[config.mk]
export PLATFORM = sky130hd
export DESIGN_NAME = infer_sequencer_flat
export DESIGN_NICKNAME = d
export VERILOG_FILES = /design/src/rtl/bnn_pkg.sv /design/src/rtl/infer_sequencer_if.sv /design/src/rtl/argmax_unit.sv /design/src/rtl/infer_sequencer.sv /design/src/flat_wrapper.sv
export SDC_FILE = /design/constraint.sdc
export NUM_CORES = 1
export LEC_CHECK = 0
export BUFFER_PORTS_ARGS = -buffer_cell sky130_fd_sc_hd__buf_2
export CAP_MARGIN = 25
export CELL_PAD_IN_SITES_DETAIL_PLACEMENT = 1
export CELL_PAD_IN_SITES_GLOBAL_PLACEMENT = 1
export CORE_ASPECT_RATIO = 0.7
export CORE_MARGIN = 2
export CORE_UTILIZATION = 41
export CTS_CLUSTER_SIZE = 8
export DETAILED_ROUTE_END_ITERATION = 12
export GPL_ROUTABILITY_DRIVEN = 0
export PLACE_DENSITY = 0.75
export RECOVER_POWER = 100
export SLEW_MARGIN = 20
export SYNTH_ARGS = -nofsm -noshare
export SYNTH_HDL_FRONTEND = slang
export SYNTH_HIERARCHICAL = 1
export SYNTH_SLANG_ARGS = --single-unit
[constraint.sdc]
create_clock -name clk -period 2.57 [get_ports clk]
set_clock_uncertainty 0.1 [all_clocks]
set_input_delay 0.1285 -clock clk [delete_from_list [all_inputs] [get_ports clk]]
set_output_delay 0.1285 -clock clk [all_outputs]
set_load 0.1 [all_outputs]
[src/rtl/bnn_pkg.sv]
// Shared types and sizing for the inference sequencer.
// Holds the sequencer state encoding, default class count, score width and class index width.
package bnn_pkg;

    localparam int unsigned NUM_CLASSES = 10;
    localparam int unsigned SCORE_W     = 17;
    localparam int unsigned CLASS_W     = 4;

    typedef enum logic [2:0] {
        IDLE   = 3'd0,
        CONV1  = 3'd1,
        CONV2  = 3'd2,
        FC     = 3'd3,
        ARGMAX = 3'd4,
        OUT    = 3'd5,
        ERR    = 3'd6
    } seq_state_t;

endpackage

[src/rtl/infer_sequencer_if.sv]
// Bundles every sequencer signal except clk/rst_n.
//   slave  : sequencer side (drives starts, fc_idx, result, status)
//   master : host/engine side (drives image request, completes, scores, result ready, abort)
interface infer_sequencer_if;

    logic                                      image_in_valid;
    logic                                      image_in_ready;
    logic                                      conv1_start;
    logic                                      conv2_start;
    logic                                      fc_start;
    logic                                      conv1_complete;
    logic                                      conv2_complete;
    logic                                      fc_complete;
    logic        [bnn_pkg::CLASS_W-1:0]        fc_idx;
    logic signed [bnn_pkg::SCORE_W-1:0]        fc_score;
    logic                                      class_out_valid;
    logic                                      class_out_ready;
    logic        [bnn_pkg::CLASS_W-1:0]        class_out;
    logic                                      abort;
    logic                                      busy;
    logic                                      error;

    modport slave (
        input  image_in_valid, conv1_complete, conv2_complete, fc_complete,
               fc_score, class_out_ready, abort,
        output image_in_ready, conv1_start, conv2_start, fc_start,
               fc_idx, class_out_valid, class_out, busy, error
    );

    modport master (
        output image_in_valid, conv1_complete, conv2_complete, fc_complete,
               fc_score, class_out_ready, abort,
        input  image_in_ready, conv1_start, conv2_start, fc_start,
               fc_idx, class_out_valid, class_out, busy, error
    );

endinterface

[src/rtl/argmax_unit.sv]
// Running signed argmax over a stream of (idx, score) pairs.
//   clk, rst_n  : clock, async active-low reset
//   clear_i     : synchronous clear of the running best
//   valid_i     : idx_i/score_i carry a score this cycle
//   idx_i       : index of the score; index 0 always seeds the best
//   score_i     : signed score
//   best_idx_o  : winner including the current score (so the caller can
//                 capture the final result in the same cycle as the last score)
module argmax_unit #(
    parameter int unsigned SCORE_W = bnn_pkg::SCORE_W,
    parameter int unsigned IDX_W   = bnn_pkg::CLASS_W
) (
    input  logic                      clk,
    input  logic                      rst_n,
    input  logic                      clear_i,
    input  logic                      valid_i,
    input  logic        [IDX_W-1:0]   idx_i,
    input  logic signed [SCORE_W-1:0] score_i,
    output logic        [IDX_W-1:0]   best_idx_o
);

    logic signed [SCORE_W-1:0] best_q;
    logic        [IDX_W-1:0]   best_idx_q;
    logic                      take_c;

    // Strictly greater keeps the lowest index on ties.
    assign take_c     = valid_i && ((idx_i == '0) || (score_i > best_q));
    assign best_idx_o = take_c ? idx_i : best_idx_q;

    // Best score/index registers
    always_ff @(posedge clk or negedge rst_n) begin
        if (!rst_n) begin
            best_q     <= '0;
            best_idx_q <= '0;
        end else if (clear_i) begin
            best_q     <= '0;
            best_idx_q <= '0;
        end else if (take_c) begin
            best_q     <= score_i;
            best_idx_q <= idx_i;
        end
    end

endmodule

[src/rtl/infer_sequencer.sv]
// Sequences conv1 -> conv2 -> fc engines, then scans the fc scores for the winning class.
//   clk, rst_n : clock, async active-low reset
//   seq_if     : image request, engine start/complete, fc score read,
//                result handshake, abort, busy and sticky error status
module infer_sequencer #(
    parameter int unsigned NUM_CLASSES = bnn_pkg::NUM_CLASSES,
    parameter int unsigned SCORE_W     = bnn_pkg::SCORE_W,
    parameter int unsigned TIMEOUT_CYC = 4096
) (
    input  logic                clk,
    input  logic                rst_n,
    infer_sequencer_if.slave    seq_if
);

    import bnn_pkg::*;

    localparam int unsigned CNT_W = (TIMEOUT_CYC > 16) ? $clog2(TIMEOUT_CYC) : 4;
    localparam logic [CNT_W-1:0] TO_LAST  = CNT_W'(TIMEOUT_CYC - 1);
    localparam logic [CNT_W-1:0] ARG_LAST = CNT_W'(NUM_CLASSES - 1);

    seq_state_t           state_q, state_d;
    logic [CNT_W-1:0]     cnt_q, cnt_d;
    logic                 conv1_start_q, conv1_start_d;
    logic                 conv2_start_q, conv2_start_d;
    logic                 fc_start_q, fc_start_d;
    logic                 class_out_valid_q, class_out_valid_d;
    logic [CLASS_W-1:0]   class_out_q, class_out_d;
    logic                 image_in_ready_q, image_in_ready_d;
    logic                 busy_q, busy_d;
    logic                 error_q, error_d;
    logic [CLASS_W-1:0]   best_idx_c;
    logic                 scan_c;

    assign scan_c        = (state_q == ARGMAX);
    assign seq_if.fc_idx = scan_c ? CLASS_W'(cnt_q) : '0;

    argmax_unit #(
        .SCORE_W (SCORE_W),
        .IDX_W   (CLASS_W)
    ) u_argmax (
        .clk        (clk),
        .rst_n      (rst_n),
        .clear_i    (seq_if.abort),
        .valid_i    (scan_c),
        .idx_i      (seq_if.fc_idx),
        .score_i    (SCORE_W'(seq_if.fc_score)),
        .best_idx_o (best_idx_c)
    );

    // Next-state and registered-output logic
    always_comb begin
        state_d     = state_q;
        class_out_d = class_out_q;

        case (state_q)
            IDLE:   if (seq_if.image_in_valid && image_in_ready_q) state_d = CONV1;
            // cnt_q == 0 is the start cycle, where complete is not trusted
            CONV1:  if (seq_if.conv1_complete && (cnt_q != '0)) state_d = CONV2;
                    else if (cnt_q == TO_LAST)                    state_d = ERR;
            CONV2:  if (seq_if.conv2_complete && (cnt_q != '0)) state_d = FC;
                    else if (cnt_q == TO_LAST)                    state_d = ERR;
            FC:     if (seq_if.fc_complete && (cnt_q != '0))    state_d = ARGMAX;
                    else if (cnt_q == TO_LAST)                    state_d = ERR;
            ARGMAX: if (cnt_q == ARG_LAST) begin
                        state_d     = OUT;
                        class_out_d = best_idx_c;
                    end
            OUT:    if (seq_if.class_out_ready) state_d = IDLE;
            ERR:    state_d = ERR;
            default: state_d = IDLE;
        endcase

        // Abort overrides any handshake or completion seen this cycle
        if (seq_if.abort) begin
            state_d     = IDLE;
            class_out_d = class_out_q;
        end

        // Counter restarts at 0 on every state change
        cnt_d = (state_d == state_q) ? (cnt_q + CNT_W'(1)) : '0;

        conv1_start_d     = (state_d == CONV1) && (state_q != CONV1);
        conv2_start_d     = (state_d == CONV2) && (state_q != CONV2);
        fc_start_d        = (state_d == FC)    && (state_q != FC);
        class_out_valid_d = (state_d == OUT);
        image_in_ready_d  = (state_d == IDLE);
        busy_d            = (state_d != IDLE);
        error_d           = (state_d == ERR);
    end

    // State, counter and output registers
    always_ff @(posedge clk or negedge rst_n) begin
        if (!rst_n) begin
            state_q           <= IDLE;
            cnt_q             <= '0;
            conv1_start_q     <= 1'b0;
            conv2_start_q     <= 1'b0;
            fc_start_q        <= 1'b0;
            class_out_valid_q <= 1'b0;
            class_out_q       <= '0;
            image_in_ready_q  <= 1'b1;
            busy_q            <= 1'b0;
            error_q           <= 1'b0;
        end else begin
            state_q           <= state_d;
            cnt_q             <= cnt_d;
            conv1_start_q     <= conv1_start_d;
            conv2_start_q     <= conv2_start_d;
            fc_start_q        <= fc_start_d;
            class_out_valid_q <= class_out_valid_d;
            class_out_q       <= class_out_d;
            image_in_ready_q  <= image_in_ready_d;
            busy_q            <= busy_d;
            error_q           <= error_d;
        end
    end

    assign seq_if.conv1_start     = conv1_start_q;
    assign seq_if.conv2_start     = conv2_start_q;
    assign seq_if.fc_start        = fc_start_q;
    assign seq_if.class_out_valid = class_out_valid_q;
    assign seq_if.class_out       = class_out_q;
    assign seq_if.image_in_ready  = image_in_ready_q;
    assign seq_if.busy            = busy_q;
    assign seq_if.error           = error_q;

endmodule

[src/flat_wrapper.sv]
// flat-port wrapper written by rule: the top's interface ports become plain ports
module infer_sequencer_flat import bnn_pkg::*;
#(
    parameter int unsigned NUM_CLASSES = bnn_pkg::NUM_CLASSES,
    parameter int unsigned SCORE_W     = bnn_pkg::SCORE_W,
    parameter int unsigned TIMEOUT_CYC = 4096
)
  (clk, rst_n, seq_if_image_in_valid, seq_if_conv1_complete, seq_if_conv2_complete, seq_if_fc_complete, seq_if_fc_score, seq_if_class_out_ready, seq_if_abort, seq_if_image_in_ready, seq_if_conv1_start, seq_if_conv2_start, seq_if_fc_start, seq_if_fc_idx, seq_if_class_out_valid, seq_if_class_out, seq_if_busy, seq_if_error);
  infer_sequencer_if seq_if_i ();
  input  logic clk;
  input  logic rst_n;
  input wire logic [$bits(seq_if_i.image_in_valid)-1:0] seq_if_image_in_valid;
  input wire logic [$bits(seq_if_i.conv1_complete)-1:0] seq_if_conv1_complete;
  input wire logic [$bits(seq_if_i.conv2_complete)-1:0] seq_if_conv2_complete;
  input wire logic [$bits(seq_if_i.fc_complete)-1:0] seq_if_fc_complete;
  input wire logic [$bits(seq_if_i.fc_score)-1:0] seq_if_fc_score;
  input wire logic [$bits(seq_if_i.class_out_ready)-1:0] seq_if_class_out_ready;
  input wire logic [$bits(seq_if_i.abort)-1:0] seq_if_abort;
  output wire logic [$bits(seq_if_i.image_in_ready)-1:0] seq_if_image_in_ready;
  output wire logic [$bits(seq_if_i.conv1_start)-1:0] seq_if_conv1_start;
  output wire logic [$bits(seq_if_i.conv2_start)-1:0] seq_if_conv2_start;
  output wire logic [$bits(seq_if_i.fc_start)-1:0] seq_if_fc_start;
  output wire logic [$bits(seq_if_i.fc_idx)-1:0] seq_if_fc_idx;
  output wire logic [$bits(seq_if_i.class_out_valid)-1:0] seq_if_class_out_valid;
  output wire logic [$bits(seq_if_i.class_out)-1:0] seq_if_class_out;
  output wire logic [$bits(seq_if_i.busy)-1:0] seq_if_busy;
  output wire logic [$bits(seq_if_i.error)-1:0] seq_if_error;
  assign seq_if_i.image_in_valid = seq_if_image_in_valid;
  assign seq_if_i.conv1_complete = seq_if_conv1_complete;
  assign seq_if_i.conv2_complete = seq_if_conv2_complete;
  assign seq_if_i.fc_complete = seq_if_fc_complete;
  assign seq_if_i.fc_score = seq_if_fc_score;
  assign seq_if_i.class_out_ready = seq_if_class_out_ready;
  assign seq_if_i.abort = seq_if_abort;
  assign seq_if_image_in_ready = seq_if_i.image_in_ready;
  assign seq_if_conv1_start = seq_if_i.conv1_start;
  assign seq_if_conv2_start = seq_if_i.conv2_start;
  assign seq_if_fc_start = seq_if_i.fc_start;
  assign seq_if_fc_idx = seq_if_i.fc_idx;
  assign seq_if_class_out_valid = seq_if_i.class_out_valid;
  assign seq_if_class_out = seq_if_i.class_out;
  assign seq_if_busy = seq_if_i.busy;
  assign seq_if_error = seq_if_i.error;
  infer_sequencer #(.NUM_CLASSES(NUM_CLASSES), .SCORE_W(SCORE_W), .TIMEOUT_CYC(TIMEOUT_CYC)) u_core (.clk(clk), .rst_n(rst_n), .seq_if(seq_if_i));
endmodule
; ---- After elaboration in Yosys (flattened, before gate mapping)
; Cells that the tools add are included.
[word_totals]
reg_bits = 47
in_bits = 25
output_inout_bits = 15
elab_cells = 63
[classes]
n_addsub = 1
order_cmp = 1
n_eq_ne = 17
n_mux = 15
bitwise_logic = 1
n_reduce_logical = 16
[ops]
columns = op, n
row1 = 17-bit two-way mux, 2
row2 = 3-bit two-way mux, 8
row3 = 3-bit case mux with 7 select lines, 1
row4 = 17-bit greater-than comparator, 1
row5 = "3-bit == test, second input constant", 5
row6 = "12-bit by 1-bit adder with 12-bit output, second input constant", 1
row7 = "12-bit == test, second input constant", 1
row8 = "12-bit by 4-bit == test with 1-bit output, second input constant", 1
row9 = "3-bit by 2-bit == test with 1-bit output, second input constant", 4
row10 = 12-bit two-way mux, 1
row11 = 4-bit two-way mux, 3
row12 = 12-bit nonzero test, 1
row13 = 1-bit logical AND, 8
row14 = "3-bit by 1-bit == test with 1-bit output, second input constant", 2
row15 = 3-bit logical NOT, 2
row16 = "3-bit by 2-bit inequality test with 1-bit output, second input constant", 2
row17 = 4-bit logical NOT, 1
row18 = 3-bit == test, 1
row19 = "3-bit by 1-bit inequality test with 1-bit output, second input constant", 1
row20 = 3-bit AND reduction, 1
row21 = 3-bit nonzero test, 1
row22 = 2-bit nonzero test, 1
row23 = 1-bit logical OR, 1
row24 = 1-bit NOT, 1

; ---- Longest topological paths before layout
; Gate-level depths: netlist of run 1.
[depth]
word_depth = 7
ltp_mapped = 9
depth_no_buf = 9

; ---- Hierarchy
; Netlist of run 1, hierarchy kept.
[modules_own_cells]
columns = module, n_inst, cells_per_inst, area_each_um2, seq_area_each_um2
row1 = infer_sequencer, 1, 164, 1562.7, 651.9
row2 = argmax_unit, 1, 158, 1554.0, 525.5

; ---- Worst setup path before layout of run 1
; No wires, ideal clock.
[synth_timing]
kind = reg2reg
from = register u_core.state_q[2]
to = register u_core.class_out_q[1], in the netlist u_core/seq_if.class_out[1]
setup_time_ps = 125
arrival_ps = 3019
t_required_ps = 2345
slack_ps = -674
stages_incl_launch_ff = 8
n_path_buf = 0
synth_period_minus_slack_ps = 3244
path_cell_list = dfrtp_1 > nor3b_1 > and2_1 > or4_4 > o2111a_1 > a311oi_4 > mux2_2 > mux2_2
[synth_via]
elab_chain_cells = 6
elab_cells_between_ends = 7
classes_between = eq/ne: 1 / mux: 2 / reduce/logical: 4
[synth_lines]
columns = item, line_no
row1 = from (decl), infer_sequencer.sv:21  ; seq_state_t state_q, state_d;
row2 = from (signal assigned), infer_sequencer.sv:105  ; state_q <= state_d;
row3 = 3-bit == test, infer_sequencer.sv:34  ; assign scan_c = (state_q == ARGMAX);
row4 = named net u_core.scan_c, infer_sequencer.sv:32  ; logic scan_c;
row5 = 4-bit two-way mux, infer_sequencer.sv:35  ; assign seq_if.fc_idx = scan_c ? CLASS_W'(cnt_q) : '0;
row6 = named net seq_if_fc_idx[0], flat_wrapper.sv:23  ; output wire logic [$bits(seq_if_i.fc_idx)-1:0] seq_if_fc_idx;
row7 = 4-bit logical NOT, argmax_unit.sv:27  ; assign take_c = valid_i && ((idx_i == '0) || (score_i > best_q));
row8 = 1-bit logical OR, argmax_unit.sv:27
row9 = 1-bit logical AND, argmax_unit.sv:27
row10 = 4-bit two-way mux, n/a
row11 = named net u_core.best_idx_c[1], infer_sequencer.sv:31  ; logic [CLASS_W-1:0] best_idx_c;
row12 = to (signal assigned), infer_sequencer.sv:111  ; class_out_q <= class_out_d;
row13 = to (decl), infer_sequencer.sv:27  ; logic [CLASS_W-1:0] class_out_q, class_out_d;
; The timed path passes the listed nets, and every way through them passes these cells.
; A chain may end at the register's enable or synchronous reset.

; ---- Final worst setup path of run 1
[layout_timing]
from = register u_core.u_argmax.best_q[10]
to = register u_core.class_out_q[0], in the netlist u_core/seq_if.class_out[0]
[layout_via]
elab_chain_cells = 4
[layout_lines]
columns = item, line_no
row1 = from (decl), argmax_unit.sv:22  ; logic signed [SCORE_W-1:0] best_q;
row2 = from (signal assigned), argmax_unit.sv:39  ; best_q <= score_i;
row3 = 17-bit greater-than comparator, argmax_unit.sv:27
row4 = 1-bit logical OR, argmax_unit.sv:27
row5 = 1-bit logical AND, argmax_unit.sv:27
row6 = 4-bit two-way mux, n/a
row7 = named net u_core.best_idx_c[0], infer_sequencer.sv:31
; The timed path passes the listed nets, and every way through them passes these cells.

==> results of run 1 <==
[final timing paths]
kind / slack, ns / depth (start not counted) / endpoint
max: -0.11 / 10 / u_core/seq_if.class_out[0]$_DFFE_PN0P_
min: 0.01 / 2 / u_core/seq_if.conv2_start$_DFF_PN0_
max reg2reg: -0.11 / 10 / u_core/seq_if.class_out[0]$_DFFE_PN0P_
min reg2reg: 0.44 / 1 / u_core/seq_if.class_out[0]$_DFFE_PN0P_
max in group asynchronous: 0.56 / 3 / u_core/cnt_q[0]$_DFF_PN0_
min in group asynchronous: 0.46 / 2 / u_core/seq_if.class_out_valid$_DFF_PN0_
[cell type report]
cell class	instances	share of cell area, %
Clock buffer	6	1.81
Sequential cell	47	29.4
Timing Repair Buffer	85	14.2
Multi-Input combinational cell	236	49.0
Inverter	27	2.53
Tap cell	98	3.06
[sequential cells by signal, indices dropped and copies added (netlist names)]
| register | cells |
|---|---|
| u_core/u_argmax/best_idx_q | 4 |
| u_core/u_argmax/best_q | 17 |
| u_core/seq_if.class_out | 4 |
| u_core/seq_if.error | 1 |
| u_core/state_q | 3 |
| u_core/seq_if.busy | 1 |
| u_core/seq_if.conv2_start | 1 |
| u_core/seq_if.image_in_ready | 1 |
| u_core/seq_if.fc_start | 1 |
| u_core/seq_if.conv1_start | 1 |
| u_core/cnt_q | 12 |
| u_core/seq_if.class_out_valid | 1 |
[power groups by stage]
stage	registers [uW]	clock network [uW]	logic, uW
2_1_floorplan	1040	0	431
6_report	863	434	912
4_1_cts	865	451	879
5_1_grt	874	486	988
3_5_place_dp	879	0	852
3_3_place_gp	872	0	829
[timing repair]
action | CTS | global route
gates resized for setup | 7 | 18
pin swaps | 3 | 7
buffers inserted | 2 | 4
endpoints found under the setup margin | 17 | 28
hold buffers | 14 | 0
endpoints found under the hold margin | 31 | 0
[routing by layer]
layer / GRT usage (%) / wire length [microns] / share of wire [%] / vias to the layer above
li1: - / - / - / 1304
met4: 6.54 / 108 / 1.2 / 0
met2: 35.5 / 4170 / 47 / 51
met3: 5.53 / 329 / 3.7 / 11
met5: 0 / 0 / 0 / -
met1: 29.6 / 4340 / 49 / 1364
[per-stage QoR]
step / worst slack [ns] / instance area, sq um
global route: -0.183 / 4010
detailed placement: -0.176 / 3630
finish: -0.110 / 4010
global placement: -0.0571 / 3630
CTS: -0.0433 / 3900
floorplan: -0.237 / 3170
[cells by family (layout without fill, tap and decap cells)]
logic type,count (synthesis),after routing
mux,29,29
buf+inv,39,118
compound gates,47,47
flops,47,47
xor+xnor,10,10
fa+ha+maj,20,20
simple gates,130,130
[cells in the final DEF, fill, tap and decap left out, types with 2 or more instances in the layout]
cell            n
o31ai_1         3
or4_1           2
nor3_1          3
dfrtp_1        46
a21oi_1         7
a31oi_1         3
o21ai_2         2
xor2_1          4
buf_2          23
and2_4          4
inv_2           4
nor3_2          3
buf_4          30
nand2b_1       43
and3_1          2
o2111a_1        2
a21oi_2         3
inv_1          23
nand3_1         9
o21ai_1         2
nor2b_1         4
or4_4           2
clkbuf_1       13
o21ai_0         6
ha_1           14
nand4_1        10
nor4_1         11
xnor2_1         6
and4_1          2
ha_4            6
mux2_4          8
dlygate4sd3_1  14
nand2_1        11
mux2i_1        21
clkbuf_2        5
nor2_1         12
clkbuf_8        5
[worst reg2reg max path, delay by kind of cell (launching register included)]
family	cells	cell delay, ns
adders and majority gates	1	0.27
DFF	1	0.37
buffers and inverters	3	0.40
muxes	2	0.54
and+or+nand+nor	1	0.25
AOI/OAI and AO/OA	3	0.63
==> flow_metrics.env, run 1 <==
export IMPL_clock_latency_ns=0.31
export IMPL_synth_mux_area_fraction_pct=9.63
export IMPL_avgSynthCellArea_sq_um=9.68
export IMPL_drc_errors=0
export IMPL_die_h_microns=76.9
export IMPL_dr_first_iter_drc_count=90
export IMPL_synth_top_family_by_area="simple AND/OR/NAND/NOR gates"
export IMPL_cts_buffers=5
export IMPL_fin_setup_tns_ns=-0.739
export IMPL_synthAdderAreaFrac_pct=8.03
export IMPL_cp_max_fo=8
export IMPL_hold_start="seq_if_abort"
export IMPL_p_comb_share_pct=41.3
export IMPL_synth_compound_area_share_pct=11.3
export IMPL_hpwl_mm=6.17
export IMPL_cts_max_level=2
export IMPL_power_uw=2210
export IMPL_postLayoutCoreUtil_pct=54.8
export IMPL_setup_worst_path_start="u_core/u_argmax/best_q[10]$_DFFE_PN0P_"
export IMPL_seqPwrFrac_pct=39.1
export IMPL_drtPass1Iterations=4
export IMPL_wl_per_cell_microns=17.9
export IMPL_clock_root_buffer="clkbuf_8"
export IMPL_cts_clk_slew_worst_paths_ns=0.09
export IMPL_ant_nets=0
export IMPL_intPower_uw=1310
export IMPL_max_freq_ghz=0.373
export IMPL_synth_edf_count=0
export IMPL_synth_top_cell_by_area="dfrtp_1"
export IMPL_worstSetupPathType="reg -> reg"
export IMPL_relSlewSlack_pct=21.9
export IMPL_synth_simple_area_share_pct=25.2
export IMPL_swShare_pct=40.9
export IMPL_setup_viol_count_final=17
export IMPL_start_util_pct=42.6
export IMPL_ys_flop_type="dfrtp_1"
export IMPL_tightest_slew_ns=1.18
export IMPL_cp_required_ns=2.66
export IMPL_status="finished with violations"
export IMPL_period_minus_slack_ns=2.68
export IMPL_core_sq_um=7320
export IMPL_violations="setup timing"
export IMPL_diodes=0
export IMPL_crit_chain="inv_1, ha_4, nand4_1, inv_2, a21oi_4, o2111a_1, a311oi_4, buf_12, mux2_4, mux2_4"
export IMPL_instances_no_fill=499
export IMPL_drive_gt1_share_pct=27.2
export IMPL_io_pins=40
export IMPL_hold_class="in -> reg"
export IMPL_fillCellCount=839
export IMPL_setup_ws_ns=-0.110
export IMPL_crit_arrival_ns=2.77
export IMPL_p_switching_uw=904
export IMPL_cpMostUsedCell="mux2_4"
export IMPL_gr_usage_all_layers_pct=22.2
export IMPL_placedCellCount=473
export IMPL_multiInputGateArea_sq_um=1960
export IMPL_leakagePower_uw=0.00171
export IMPL_syn_inst=322
export IMPL_nets=447
export IMPL_syn_nets=367
export IMPL_first_global_vias=2874
export IMPL_num_vias=2730
export IMPL_cellPowerDensity_nw_per_um2=551
export IMPL_synth_top_area_share_pct=36.9
export IMPL_wl_mm=8.95
export IMPL_synthXorXnorAreaFrac_pct=2.81
export IMPL_grt_max_degree=45
export IMPL_yosys_warnings=6
export IMPL_ir_worst_vdd_mv=0.432
export IMPL_yosysMostFrequentCell="dfrtp_1"
export IMPL_endpoint_kind="register"
export IMPL_period_share_pct=104
export IMPL_rsz0062_at_grt="true"
export IMPL_synth_sequential_area_ratio_pct=37.8
export IMPL_synth_area_sq_um=3120
export IMPL_cts_tree="built"
export IMPL_crit_family="compound AO/OA/AOI/OAI gates"
export IMPL_cts_sinks=47
export IMPL_max_cap_viol_count=0
export IMPL_placementRows=26
export IMPL_antenna_found_initial=0
export IMPL_overflow=0
export IMPL_path_buf_inv=3
export IMPL_ys_types=57
export IMPL_die_area_sq_um=8330
export IMPL_synthArstFlopShare_pct=100
export IMPL_avgViaCountPerCell=5.47
export IMPL_ff_latch_area_sq_um=1180
export IMPL_synth_seq_cells=47
export IMPL_drv_slew=0
export IMPL_numPortBuffers=39
export IMPL_cpMaxStageDelayCell="dfrtp_1"
export IMPL_synth_common_cells="dfrtp_1, nand2b_1, inv_1, mux2i_1, ha_1"
export IMPL_cp_start_kind="register"
export IMPL_reg2reg_from="u_core/u_argmax/best_q[10]$_DFFE_PN0P_"
export IMPL_die_w_microns=108
export IMPL_area_growth_pct=28.6
export IMPL_grt_first_pass_wirelength_mm=14.3
export IMPL_p_clk_share_pct=19.7
export IMPL_finalHoldViolations=0
export IMPL_cts_path_max_buffers=2
export IMPL_whs_ns=0.0113
export IMPL_crit_path_max_incr_delay_ns=0.37
export IMPL_synth_area_leaders="dfrtp_1, nand2b_1, ha_1"
(Power assumes the default switching activity.)
==> run 2, diff against run 1 <==
- CORE_UTILIZATION: 41 -> 45
- PLACE_DENSITY: 0.75 -> 0.78
- REMOVE_ABC_BUFFERS: unset -> 1
- clock period: 2.57 -> 2.63 ns (I/O delays scaled with it)
==> flow_metrics.env, run 2 (synthesis gave the netlist of run 1 again) <==
export IMPL_setup_viol_count_final=10
export IMPL_top_regs="u_core/u_argmax/best_q (17), u_core/cnt_q (12)"
export IMPL_num_vias=2767
export IMPL_period_share_pct=105
export IMPL_clock_root_buffer="clkbuf_8"
export IMPL_antenna_found_initial=0
export IMPL_area_growth_pct=26.7
export IMPL_whs_ns=-0.00232
export IMPL_tightest_slew_ns=1.20
export IMPL_cp_required_ns=2.72
export IMPL_cts_tree="built"
export IMPL_finalHoldViolations=1
export IMPL_cpMostUsedCell="mux2_4"
export IMPL_cts_sinks=47
export IMPL_drv_slew=0
export IMPL_top_register="u_core/u_argmax/best_q"
export IMPL_nets=440
export IMPL_cp_max_fo=5
export IMPL_overflow=0
export IMPL_crit_arrival_ns=2.85
export IMPL_die_area_sq_um=7620
export IMPL_postLayoutCoreUtil_pct=58.7
export IMPL_setup_ws_ns=-0.127
export IMPL_diodes=0
export IMPL_gr_usage_all_layers_pct=24.3
export IMPL_cellPowerDensity_nw_per_um2=565
export IMPL_cts_path_max_buffers=2
export IMPL_hpwl_mm=6.10
export IMPL_numPortBuffers=39
export IMPL_endpoint_kind="register"
export IMPL_drtPass1Iterations=4
export IMPL_cpMaxStageDelayCell="dfrtp_1"
export IMPL_leakagePower_uw=0.00170
export IMPL_core_sq_um=6730
export IMPL_die_h_microns=73.6
export IMPL_worstSetupPathType="reg -> reg"
export IMPL_crit_family="compound AO/OA/AOI/OAI gates"
export IMPL_period_minus_slack_ns=2.76
export IMPL_wl_mm=9.49
export IMPL_clock_latency_ns=0.30
export IMPL_cts_max_level=2
export IMPL_cp_start_kind="register"
export IMPL_ant_nets=0
export IMPL_final_cell_mix="dfrtp_1, nand2b_1, buf_4"
export IMPL_dr_first_iter_drc_count=144
export IMPL_rsz0062_at_grt="true"
export IMPL_hold_class="in -> reg"
export IMPL_start_util_pct=46.3
export IMPL_drive_gt1_share_pct=29.0
export IMPL_first_global_vias=2857
export IMPL_grt_max_degree=46
export IMPL_io_pins=40
export IMPL_largest_reg_flops=17
export IMPL_grt_first_pass_wirelength_mm=14.2
export IMPL_relSlewSlack_pct=20.1
export IMPL_max_cap_viol_count=0
export IMPL_cts_clk_slew_worst_paths_ns=0.09
export IMPL_drc_errors=0
export IMPL_die_w_microns=103
export IMPL_max_freq_ghz=0.363
export IMPL_status="finished with violations"
export IMPL_violations="hold timing, setup timing"
export IMPL_placementRows=25
export IMPL_wl_per_cell_microns=19.4
export IMPL_path_buf_inv=2
export IMPL_ir_worst_vdd_mv=0.268
export IMPL_layout_commonest_cell="dfrtp_1"
export IMPL_crit_path_max_incr_delay_ns=0.38
export IMPL_crit_chain="inv_2, ha_4, nand4_1, nor3_2, a211oi_2, o2111a_1, a311oi_4, buf_6, mux2_4, mux2_4"
export IMPL_cts_buffers=5
export IMPL_avgViaCountPerCell=5.65
run 2: worst paths after layout:
check | from | end | slack [ns] | cells past startpoint
worst max-delay path | u_core/u_argmax/best_q[11]$_DFFE_PN0P_ | u_core/seq_if.class_out[0]$_DFFE_PN0P_ | -0.13 | 10
worst min-delay path | seq_if_fc_score[13] | u_core/u_argmax/best_q[13]$_DFFE_PN0P_ | -0.002 | 3
worst max register to register | u_core/u_argmax/best_q[11]$_DFFE_PN0P_ | u_core/seq_if.class_out[0]$_DFFE_PN0P_ | -0.13 | 10
worst min register to register | u_core/seq_if.class_out[3]$_DFFE_PN0P_ | u_core/seq_if.class_out[3]$_DFFE_PN0P_ | 0.43 | 1
max in group asynchronous | rst_n | u_core/u_argmax/best_idx_q[0]$_DFF_PN0_ | 0.84 | 3
min in group asynchronous | rst_n | u_core/seq_if.conv2_start$_DFF_PN0_ | 0.25 | 2
run 2: metrics by stage:
step	setup slack, ns	cell area, sq um	std cells	power (uW)	setup TNS, ns
5_1_grt	-0.185	3950	490	2350	-2.19
4_1_cts	-0.0179	3810	485	2190	-0.0321
2_1_floorplan	-1.42	3050	310	1400	-26.16
3_5_place_dp	-0.129	3550	468	1670	-1.42
6_report	-0.127	3950	490	2230	-0.570
3_3_place_gp	-0.0215	3550	468	1650	-0.0814
run 2: final cells by class:
cell class | count | area, sq um
fill | 776 | 2780
tap | 94 | 118
sequential | 47 | 1180
inverter | 27 | 101
clock buffer | 8 | 100
multi-input combinational | 236 | 1970
timing repair buffer | 78 | 485
run 2: timing repair:
action / 4_1_cts / 5_1_grt
setup buffers: 6 / 5
gates resized for setup: 15 / 27
setup endpoints to repair: 20 / 31
pin swaps: 9 / 10
hold endpoints to repair: 13 / 0
hold buffers: 3 / 0
run 2: where the power goes:
part | internal, uW | switching (uW)
logic | 289 | 620
registers | 791 | 47.1
clock network | 240 | 246
run 2: metal layers:
layer	share of wire (%)	track usage [%]	vias to the layer above
met5	0	0	-
met2	48	40.3	78
met1	46	33.8	1383
met4	1.4	5.12	0
met3	4.3	3.52	12
li1	-	-	1294
run 2: worst min-delay path: stages:
cell and delay (ns):
buf_2 0.11, nand2b_1 0.06, mux2i_1 0.07
